[src/rtl/fifo_wptr_ctrl.sv]
// Write-side pointer and flag controller for a dual-clock FIFO.
// Runs in the write domain; consumes the synchronized Gray read pointer.
module fifo_wptr_ctrl #(
    parameter int unsigned ADDR_BITS         = 4,
    parameter int unsigned ALMOST_FULL_LEVEL = (1 << ADDR_BITS) - 2
) (
    input  logic                 clk,
    input  logic                 reset,
    input  logic                 wr_en,
    input  logic [ADDR_BITS:0]   rptr_gray_sync,
    output logic                 push,
    output logic [ADDR_BITS-1:0] waddr,
    output logic [ADDR_BITS:0]   wptr_gray,
    output logic                 full,
    output logic                 almost_full,
    output logic [ADDR_BITS:0]   level,
    output logic                 overflow
);

    localparam int unsigned PW = ADDR_BITS + 1;

    logic [PW-1:0] wbin;
    logic [PW-1:0] wbin_next;
    logic [PW-1:0] wgray_next;
    logic [PW-1:0] rbin;
    logic [PW-1:0] rgray_full_cmp;
    logic [PW-1:0] level_next;

    assign push  = wr_en & ~full;
    assign waddr = wbin[ADDR_BITS-1:0];

    // Full when the write pointer is exactly one lap ahead: top two Gray bits inverted.
    assign rgray_full_cmp = rptr_gray_sync ^ (PW'(3) << (ADDR_BITS - 1));

    always_comb begin
        wbin_next  = wbin + PW'(push);
        wgray_next = wbin_next ^ (wbin_next >> 1);
        rbin       = '0;
        rbin[PW-1] = rptr_gray_sync[PW-1];
        for (int i = PW - 2; i >= 0; i--) begin
            rbin[i] = rbin[i+1] ^ rptr_gray_sync[i];
        end
        level_next = wbin_next - rbin;
    end

    always_ff @(posedge clk or negedge reset) begin
        if (!reset) begin
            wbin        <= '0;
            wptr_gray   <= '0;
            full        <= 1'b0;
            almost_full <= 1'b0;
            level       <= '0;
            overflow    <= 1'b0;
        end else begin
            wbin        <= wbin_next;
            wptr_gray   <= wgray_next;
            full        <= (wgray_next == rgray_full_cmp);
            level       <= level_next;
            almost_full <= (level_next >= PW'(ALMOST_FULL_LEVEL));
            overflow    <= overflow | (wr_en & full);
        end
    end

endmodule

[config.mk]
export PLATFORM = sky130hd
export DESIGN_NAME = fifo_wptr_ctrl
export DESIGN_NICKNAME = d
export VERILOG_FILES = /design/src/rtl/fifo_wptr_ctrl.sv
export SDC_FILE = /design/constraint.sdc
export NUM_CORES = 1
export LEC_CHECK = 0
export CAP_MARGIN = 5
export CORE_MARGIN = 4
export CORE_UTILIZATION = 47
export CTS_BUF_LIST = sky130_fd_sc_hd__clkbuf_4 sky130_fd_sc_hd__clkbuf_8 sky130_fd_sc_hd__clkbuf_16
export DETAILED_ROUTE_END_ITERATION = 6
export GPL_TIMING_DRIVEN = 0
export HOLD_SLACK_MARGIN = 0.15
export PLACE_DENSITY = 0.81
export SLEW_MARGIN = 20
export SYNTH_ARGS = -nofsm -noshare
export SYNTH_HDL_FRONTEND = slang
export SYNTH_SLANG_ARGS = --single-unit
[constraint.sdc]
create_clock -name clk -period 3 [get_ports clk]
set_clock_uncertainty 0.2 [all_clocks]
set_input_delay 0.9 -clock clk [delete_from_list [all_inputs] [get_ports clk]]
set_output_delay 0.9 -clock clk [all_outputs]
set_load 0.01 [all_outputs]
After elaboration in Yosys (flattened, before gate mapping)
Cells that the tools add are included.

storage, ports and cells
  flip-flop bits (word level) = 18
  input port bits = 8
  output and inout bits = 18
  logic and storage cells = 20

operators by class
  add/sub/neg operators = 2
  order comparisons = 1
  eq/ne operators = 1
  bitwise gates (word level) = 10

operators with widths
  kind                                                                   number
  5-bit by 1-bit adder with 5-bit output                                 1
  5-bit equality test                                                    1
  5-bit by 4-bit >= comparator with 1-bit output, second input constant  1
  5-bit subtractor                                                       1
  5-bit by 4-bit bitwise XOR with 5-bit output                           1
  1-bit bitwise XOR                                                      4
  1-bit AND                                                              2
  2-bit inverter                                                         1
  1-bit inverter                                                         1
  1-bit bitwise OR                                                       1

Longest topological paths before layout
Gate-level depths: netlist (run 1).

  depth in word-level cells = 6
  gate-level depth with buffers = 10
  gate-level depth less buffers = 10

Worst setup path before layout (run 1)
Ideal clock, no wire load.

  path type = input to register
  start point = in wr_en
  end point = reg almost_full
  library setup time = 0.116 ns
  arrival time = 2.838 ns
  data required time = 2.684 ns
  slack = -0.153 ns
  cell stages on the path = 9
  buffers on the path = 0
  cells stage by stage = nor2b_1 > ha_1 > xnor2_1 > inv_1 > ha_1 > nor2b_1 > o21ai_0 > a21boi_0 > o311ai_0

between the ends
  longest elaborated chain between the ends = 4

RTL lines
  element                                         line  RTL
  start, declared                                 9     input logic wr_en,
  1-bit AND                                       29    assign push = wr_en & ~full;
  5-bit by 1-bit adder with 5-bit output          36    wbin_next = wbin + PW'(push);
  net wbin_next[1]                                23    logic [PW-1:0] wbin_next;
  5-bit subtractor                                43    level_next = wbin_next - rbin;
  5-bit by 4-bit >= comparator with 1-bit output  59    almost_full <= (level_next >= PW'(ALMOST_FULL_LEVEL));
  end signal, assigned                            59
  end, declared                                   15    output logic almost_full,

The timed path passes the listed nets, and every way through them passes these cells.

Final worst setup path (run 1)
  start point = in rptr_gray_sync[4]
  end point = reg almost_full

between the ends
  longest elaborated chain between the ends = 6

RTL lines
  element                                           line  RTL
  start, declared                                   10    input logic [ADDR_BITS:0] rptr_gray_sync,
  1-bit bitwise XOR (4 in series)                   41    rbin[i] = rbin[i+1] ^ rptr_gray_sync[i];
  5-bit subtractor *                                43
  5-bit by 4-bit >= comparator with 1-bit output *  59

Mark *: on every way between the ends. The rest lies on a longest branch, timed or not.

==> flow_summary.json, run 1 <==
{
  "area_growth_pct": 58.1,
  "grt-ovfl-total": 0,
  "clkLatencyLatePin_ps": 300,
  "total_power_mw": 2.04,
  "avgSynthCellArea_sq_um": 12.0,
  "via_per_inst": 5.04,
  "fin_nets": 137,
  "yosysWarnings": 0,
  "vdd.ir_drop.worst_uv": 756,
  "slew_violations": 0,
  "cts_hold_buf": 0,
  "layout_common_cells": "clkdlybuf4s50_1 (20), dfrtp_1 (17), buf_4 (11)",
  "cpMostUsedCell": "xor2_2",
  "coreArea_sq_mm": 0.00196,
  "netlist_area_sq_um": 963,
  "cp_slowest_stage_delay_ps": 380,
  "cp_slowest_cell": "fa_2",
  "grt_pass1_wl_mm": 3.22,
  "finalWeightedCongestion": 0.762,
  "hold_violations": 0,
  "relSlewSlack": 0.488,
  "setup_violations": 0,
  "path_clk_slew_ps": 100,
  "grt_usage": 0.163,
  "hold_depth": 1,
  "fp.dieH_um": 53.3,
  "cts_buffers": 3,
  "post-route-period-util": 0.980,
  "drcViolationCount": 0,
  "clockBufferDepth": 2,
  "synth_seq_area_share": 0.442,
  "drt_iter0_drc": 3,
  "cp-end-kind": "flop",
  "fmax_mhz": 340,
  "power.leakage_nw": 0.678,
  "cp_max_fo": 2,
  "grt_max_degree": 18,
  "synth_nets": 95,
  "cts_tree": "yes",
  "crit_required_ps": 2980,
  "dpl.hpwl_mm": 1.39,
  "num_antenna_cells": 0,
  "min_period_ps": 2940,
  "cap_violations": 0,
  "async_flop_share": 1.00,
  "synth_edf_count": 0,
  "pin_count": 26,
  "htreeDepth": 1,
  "crit_type": "in2reg",
  "final_common_cell": "clkdlybuf4s50_1",
  "arrival_ps": 2920,
  "fin_util": 0.776,
  "synth-main-ff-cell": "dfrtp_1",
  "hp-class": "reg2reg",
  "startpoint_type": "input port",
  "cts-root-buf": "clkbuf_4",
  "start_util": 0.491,
  "outcome": "finished clean",
  "postRouteAntennaNets": 0,
  "routedWlPerCell_um": 15.9,
  "reg2regPathDepth": 10,
  "ys_types": 31,
  "row_count": 16,
  "port_buffers": 25,
  "routed_wl_mm": 2.35,
  "die_area_sq_mm": 0.00284,
  "cts_sinks": 17,
  "grt_pass1_vias": 696,
  "dr.pass1.iters": 4,
  "antenna_found_initial": 0,
  "tightest_slew_ps": 766,
  "via_count": 746,
  "ys_ff_latch": 17,
  "drive_gt1_frac": 0.380,
  "crit_chain": "clkbuf_2, xnor2_4, xor2_2, xor2_2, xnor2_2, ha_4, fa_2, nand2b_4, a21boi_2, or3_4, o311ai_2",
  "die_w_um": 53.3,
  "syn_inst": 80,
  "p_per_area_mw_per_mm2": 1340
}
==> registers in the layout, indices dropped and copies added (netlist names) <==
name and flops:
full 1, wptr_gray 4, overflow 1, wbin 5, level 5, almost_full 1
==> cells in the mapped netlist (2+ instances only) <==
| library cell | number | area share |
|---|---|---|
| ha_1 | 6 | 0.078 |
| xor2_1 | 4 | 0.036 |
| nand2_1 | 3 | 0.012 |
| nand2b_1 | 2 | 0.013 |
| o21ai_0 | 2 | 0.010 |
| dfrtp_1 | 17 | 0.44 |
| inv_1 | 7 | 0.027 |
| a21boi_0 | 2 | 0.016 |
| xnor2_1 | 13 | 0.12 |
| nor2b_1 | 3 | 0.019 |
==> power breakdown <==
part           switching (mW)  total [mW]  internal [mW]  leakage [nW]
Combinational           0.662        1.48          0.818         0.460
Sequential             0.0774       0.436          0.359         0.201
Clock                  0.0784       0.128         0.0498        0.0177
Total                   0.818        2.04           1.23         0.678
==> repair_timing <==
item,4_1_cts,5_1_grt
gates resized for setup,16,22
pin swaps,5,12
endpoints found under the setup margin,5,4
buffers inserted,9,3
==> worst max-delay path: cells and delay by family <==
kind                       cells  cell delay, ps
adders and majority gates      2             560
buffers and inverters          1             130
and+or+nand+nor                2             300
AOI/OAI and AO/OA              2             230
xor gates and xnor gates       4             790
==> through the flow <==
stage | hold WS (ps) | cells | worst slack [ps] | setup TNS, ps | instance area (sq um)
after floorplan | 293 | 80 | 1.10 | 0 | 1010
after global routing | 283 | 148 | -1.22 | -1.22 | 1520
after global placement | 238 | 132 | -675 | -2610 | 1290
after CTS | 275 | 145 | -108 | -194 | 1440
after detailed placement | 255 | 132 | -758 | -2960 | 1290
final | 268 | 148 | 59.0 | 0 | 1520
==> worst paths after layout <==
check | startpoint | endpoint | slack, ps
setup / recovery | rptr_gray_sync[4] | almost_full | 60
hold / removal | overflow | overflow | 270
setup reg to reg | full | almost_full | 640
hold reg to reg | overflow | overflow | 270
max in group asynchronous | reset | level[4] | 1290
min in group asynchronous | reset | wbin[0] | 840
==> layer usage <==
layer / GRT usage / vias to the layer above / part of all wire
met2: 0.284 / 21 / 0.55
met3: 0.0282 / 5 / 0.043
met1: 0.190 / 372 / 0.38
met4: 0.0766 / 0 / 0.022
met5: 0 / - / 0
li1: - / 348 / -
==> final cells by class <==
class	count	area, sq um
Multi-Input combinational cell	54	669
Fill cell	119	439
Buffer	2	10.0
Timing Repair Buffer	37	330
Sequential cell	17	425
Inverter	7	26.3
Tap cell	27	33.8
Clock buffer	3	22.5
Clock inverter	1	5.00
==> logic make-up after synthesis <==
family | after synthesis | share of synthesized area
and+or+nand+nor | 16 | 0.108
xor gates and xnor gates | 21 | 0.236
AOI/OAI and AO/OA | 10 | 0.0779
DFF | 17 | 0.442
adders and majority gates | 7 | 0.0987
buffers and inverters | 9 | 0.0377
No activity file was read; power rests on OpenSTA's default activity.
==> run 2: changes to the inputs <==
--- a/config.mk
+++ b/config.mk
@@ -7,12 +7,12 @@
 export LEC_CHECK = 0
 export CAP_MARGIN = 5
 export CORE_MARGIN = 4
-export CORE_UTILIZATION = 47
+export CORE_UTILIZATION = 42
 export CTS_BUF_LIST = sky130_fd_sc_hd__clkbuf_4 sky130_fd_sc_hd__clkbuf_8 sky130_fd_sc_hd__clkbuf_16
 export DETAILED_ROUTE_END_ITERATION = 6
 export GPL_TIMING_DRIVEN = 0
 export HOLD_SLACK_MARGIN = 0.15
-export PLACE_DENSITY = 0.81
+export PLACE_DENSITY = 0.77
 export SLEW_MARGIN = 20
 export SYNTH_ARGS = -nofsm -noshare
 export SYNTH_HDL_FRONTEND = slang
==> constraint.sdc (replaced) <==
create_clock -name clk -period 2.65 [get_ports clk]
set_clock_uncertainty 0.2 [all_clocks]
set_input_delay 0.795 -clock clk [delete_from_list [all_inputs] [get_ports clk]]
set_output_delay 0.795 -clock clk [all_outputs]
set_load 0.01 [all_outputs]
==> run 2 against run 1 <==
Effect of this change:
- clock-buffer cell count unchanged
- register-to-register slack lost 350 ps
- worst setup slack got worse by 220 ps
- sequential share of layout area shrank 0.45 points
- the flow now finishes with violations (negative setup slack)
- largest power group unchanged
- die area is 10% higher
- global-route usage is 1.4 points lower
- critical endpoint unchanged
==> flow_summary.json, run 2 (same netlist as run 1, synthesis figures left out) <==
{
  "fin_nets": 136,
  "hp-class": "reg2reg",
  "num_antenna_cells": 0,
  "arrival_ps": 2820,
  "p_int_mw": 1.45,
  "largest_registers": "level (5), wbin (5), wptr_gray (4)",
  "grt-ovfl-total": 0,
  "start_util": 0.440,
  "via_count": 702,
  "cts_hold_buf": 0,
  "grt_usage": 0.148,
  "post-route-period-util": 1.06,
  "design_area_sq_mm": 0.00155,
  "grt_pass1_vias": 747,
  "power.switching_uw": 924,
  "outcome": "complete, but fails checks",
  "routed_wl_mm": 1.99,
  "antenna_found_initial": 0,
  "drt_iter0_drc": 8,
  "cap_violations": 0,
  "area_growth_pct": 60.6,
  "row_count": 17,
  "power.leakage_nw": 0.673,
  "port_buffers": 25,
  "hold_violations": 0,
  "layout_common_cells": "clkdlybuf4s50_1 (19), dfrtp_1 (17), buf_4 (11)",
  "coreArea_sq_mm": 0.00219,
  "slew_violations": 0,
  "grt_pass1_wl_mm": 3.47,
  "startpoint_type": "input port",
  "crit_type": "in2reg",
  "violations": "negative setup slack",
  "relSlewSlack": 0.487,
  "r2r_slack_ps": 290,
  "finalWeightedCongestion": 0.739,
  "htreeDepth": 1,
  "crit_required_ps": 2660,
  "cts-root-buf": "clkbuf_4",
  "clockBufferDepth": 2,
  "cp_max_fo": 3,
  "cp-end-kind": "flop",
  "power_frac_comb": 0.734,
  "final_common_cell": "clkdlybuf4s50_1",
  "fmax_mhz": 355,
  "place_area_sq_mm": 0.00131,
  "p_per_area_mw_per_mm2": 1530,
  "clkPwrFrac": 0.061,
  "pin_count": 26,
  "path_clk_slew_ps": 110,
  "fin_tns_setup_ps": -282,
  "drcViolationCount": 0,
  "dr.pass1.iters": 4,
  "drive_gt1_frac": 0.367,
  "postRouteAntennaNets": 0,
  "vdd.ir_drop.worst_uv": 885,
  "die_area_sq_mm": 0.00312,
  "die_w_um": 55.9,
  "fp.dieH_um": 55.9,
  "rsz0062_at_grt": "yes",
  "min_period_ps": 2810,
  "seqPwrFrac": 0.205,
  "stdcell_count": 148,
  "dp_cells": 133,
  "grt_max_degree": 18,
  "swShare": 0.390,
  "via_per_inst": 4.74,
  "cts_buffers": 3,
  "dpl.hpwl_mm": 1.35,
  "routedWlPerCell_um": 13.4,
  "cts_tree": "yes",
  "tightest_slew_ps": 768,
  "setup_violations": 2,
  "setup_ws_ps": -164,
  "cts_sinks": 17,
  "clkLatencyLatePin_ps": 300
}
==> run 2: worst paths after layout <==
| kind | start | endpoint | depth (start not counted) |
|---|---|---|---|
| min | overflow | overflow | 1 |
| min reg2reg | overflow | overflow | 1 |
| max reg2reg | full | almost_full | 8 |
| max | rptr_gray_sync[4] | almost_full | 11 |
| min in group asynchronous | reset | level[0] | 1 |
| max in group asynchronous | reset | wptr_gray[3] | 1 |
==> run 2: power by group through the flow <==
stage	Sequential (mW)	Clock (mW)	Combinational, mW
3_5_place_dp	0.487	0	1.27
3_3_place_gp	0.484	0	1.24
5_1_grt	0.503	0.163	1.88
2_1_floorplan	0.554	0	0.774
4_1_cts	0.487	0.152	1.65
6_report	0.485	0.145	1.74
==> run 2: area by class of cell <==
cell class | count | area [sq um]
sequential | 17 | 425
tap | 28 | 35.0
fill | 164 | 643
clock inverter | 1 | 7.51
timing repair buffer | 36 | 339
inverter | 7 | 26.3
clock buffer | 3 | 22.5
multi-input combinational | 54 | 682
buffer | 2 | 10.0
==> run 2: per-stage QoR <==
stage / hold slack (ps) / setup WS (ps) / utilization / power, mW
floorplan: 293 / -181 / - / 1.33
global placement: 240 / -878 / 0.598 / 1.73
detailed placement: 243 / -977 / 0.598 / 1.76
CTS: 266 / -162 / 0.694 / 2.29
global route: 289 / -232 / 0.706 / 2.54
finish: 265 / -164 / 0.706 / 2.37
==> run 2: what timing repair did <==
item,4_1_cts,5_1_grt
buffers inserted,9,2
gates resized for setup,36,4
setup endpoints to repair,7,3
pin swaps,14,10
hold endpoints to repair,0,0
==> run 2: worst max-delay path, cell delays in order <==
cell and delay [ps]:
buf_8 110, xnor2_4 190, xor2_2 230, xor2_2 250, xnor2_2 160, ha_4 170
fa_2 230, nand2b_4 140, a21boi_2 50, or3_4 410, o311ai_4 90
==> run 2: routing by layer <==
layer | routed length (um) | vias up | share of wire | global-route usage
li1 | - | 340 | - | -
met1 | 876 | 334 | 0.44 | 0.184
met2 | 940 | 23 | 0.47 | 0.236
met3 | 112 | 5 | 0.056 | 0.0209
met4 | 59 | 0 | 0.030 | 0.102
met5 | 0 | - | 0 | 0
==> run 3: changes to the inputs <==
--- a/config.mk
+++ b/config.mk
@@ -10,7 +10,6 @@
 export CORE_UTILIZATION = 42
 export CTS_BUF_LIST = sky130_fd_sc_hd__clkbuf_4 sky130_fd_sc_hd__clkbuf_8 sky130_fd_sc_hd__clkbuf_16
 export DETAILED_ROUTE_END_ITERATION = 6
-export GPL_TIMING_DRIVEN = 0
 export HOLD_SLACK_MARGIN = 0.15
 export PLACE_DENSITY = 0.77
 export SLEW_MARGIN = 20
==> run 3 against run 2 <==
Effect of this change:
- the flow still finishes with violations (negative setup slack)
- utilization grew 5.6 points
- cell count up 11%
- power grew 8.5%
- critical endpoint unchanged
- largest cell class unchanged
==> flow_summary.json, run 3 (same netlist as run 1, synthesis figures left out) <==
{
  "outcome": "complete, but fails checks",
  "violations": "negative setup slack",
  "die_w_um": 55.9,
  "via_count": 781,
  "reg2regPathDepth": 10,
  "crit_type": "in2reg",
  "slew_violations": 0,
  "die_area_sq_mm": 0.00312,
  "setup_ws_ps": -125,
  "rsz0062_at_grt": "yes",
  "cts-root-buf": "clkbuf_4",
  "min_period_ps": 2770,
  "startpoint_type": "input port",
  "grt-ovfl-total": 0,
  "fmax_mhz": 360,
  "row_count": 17,
  "r2r-end": "level[3]",
  "via_per_inst": 4.76,
  "cts_tree": "yes",
  "start_util": 0.440,
  "htreeDepth": 1,
  "hold_violations": 0,
  "pre_cts_slack_ps": -927,
  "arrival_ps": 2760,
  "final_common_cell": "buf_4",
  "vdd.ir_drop.worst_uv": 992,
  "port_buffers": 25,
  "coreArea_sq_mm": 0.00219,
  "grt_pass1_vias": 867,
  "p_per_area_mw_per_mm2": 1540,
  "timing.rr.start": "full",
  "routed_wl_mm": 2.44,
  "grt_usage": 0.180,
  "crit_path_start": "rptr_gray_sync[4]",
  "clkLatencyLatePin_ps": 300,
  "relSlewSlack": 0.741,
  "stdcell_count": 164,
  "drive_gt1_frac": 0.441,
  "cp-end-kind": "flop",
  "fin_nets": 152,
  "num_antenna_cells": 0,
  "finalWeightedCongestion": 0.821,
  "antenna_found_initial": 0,
  "fin_util": 0.762,
  "fp.dieH_um": 55.9,
  "cts_sinks": 17,
  "r2r_slack_ps": 290,
  "clockBufferDepth": 2,
  "worst_hold_slack_ps": 264,
  "hold_depth": 1,
  "dp_cells": 154,
  "postRouteAntennaNets": 0,
  "hp-start": "overflow",
  "setup_violations": 3,
  "drt_iter0_drc": 8,
  "pin_count": 26,
  "dpl.hpwl_mm": 1.75,
  "crit_required_ps": 2630,
  "hp-class": "reg2reg",
  "cts_hold_buf": 0,
  "holdPathEnd": "overflow",
  "layout_common_cells": "buf_4 (28), clkdlybuf4s50_1 (19), dfrtp_1 (17)",
  "power.leakage_nw": 0.756,
  "grt_max_degree": 18,
  "cap_violations": 0,
  "dr.pass1.iters": 2,
  "largest_registers": "level (5), wbin (5), wptr_gray (4)",
  "drcViolationCount": 0,
  "post-route-period-util": 1.05,
  "path_clk_slew_ps": 100,
  "cts_buffers": 3,
  "tightest_slew_ps": 389,
  "cp_max_fo": 2,
  "area_growth_pct": 73.4,
  "grt_pass1_wl_mm": 4.20,
  "routedWlPerCell_um": 14.9
}
==> run 3: routing by layer <==
layer / vias to the layer above / track usage / share of wire
met5: - / 0 / 0
li1: 375 / - / -
met2: 26 / 0.340 / 0.54
met4: 0 / 0.102 / 0.036
met1: 373 / 0.185 / 0.37
met3: 7 / 0.0302 / 0.052
==> run 3: layout make-up <==
class,count,area (sq um)
Multi-Input combinational cell,54,679
Fill cell,145,520
Timing Repair Buffer,54,477
Sequential cell,17,425
Tap cell,28,35.0
Inverter,7,26.3
Clock buffer,3,22.5
Clock inverter,1,5.00
==> run 3: power breakdown <==
group | switching [mW] | internal, mW | leakage (nW) | total, mW
clock network | 0.0857 | 0.0564 | 0.0177 | 0.142
registers | 0.130 | 0.406 | 0.201 | 0.536
logic | 0.767 | 1.13 | 0.537 | 1.89
total | 0.982 | 1.59 | 0.756 | 2.57
==> run 3: worst max path at each step <==
| stage | slack, ps | endpoint |
|---|---|---|
| floorplan | -180 | almost_full |
| global placement | -760 | almost_full |
| detailed placement | -930 | almost_full |
| CTS | -170 | almost_full |
| global route | -170 | almost_full |
| finish | -120 | almost_full |
==> run 3: worst max-delay path, cell delays in order <==
cell,delay [ps]
buf_8,100
xnor2_4,190
xor2_2,230
xor2_2,230
xnor2_2,110
ha_4,170
fa_2,370
nand2b_4,170
a21boi_4,140
or3_4,150
o311ai_2,90
==> run 3: stage by stage <==
step	total power [mW]	instance area [sq um]	setup TNS [ps]
floorplan	1.33	1020	-283
global placement	1.98	1470	-3760
detailed placement	2.06	1470	-4350
CTS	2.44	1640	-276
global route	2.76	1670	-424
finish	2.57	1670	-218
==> run 3: timing repair <==
item / CTS / global route
pin swaps: 13 / 11
resized for setup: 31 / 7
setup buffers: 5 / 2
setup endpoints to repair: 7 / 3
hold endpoints to repair: 0 / 0
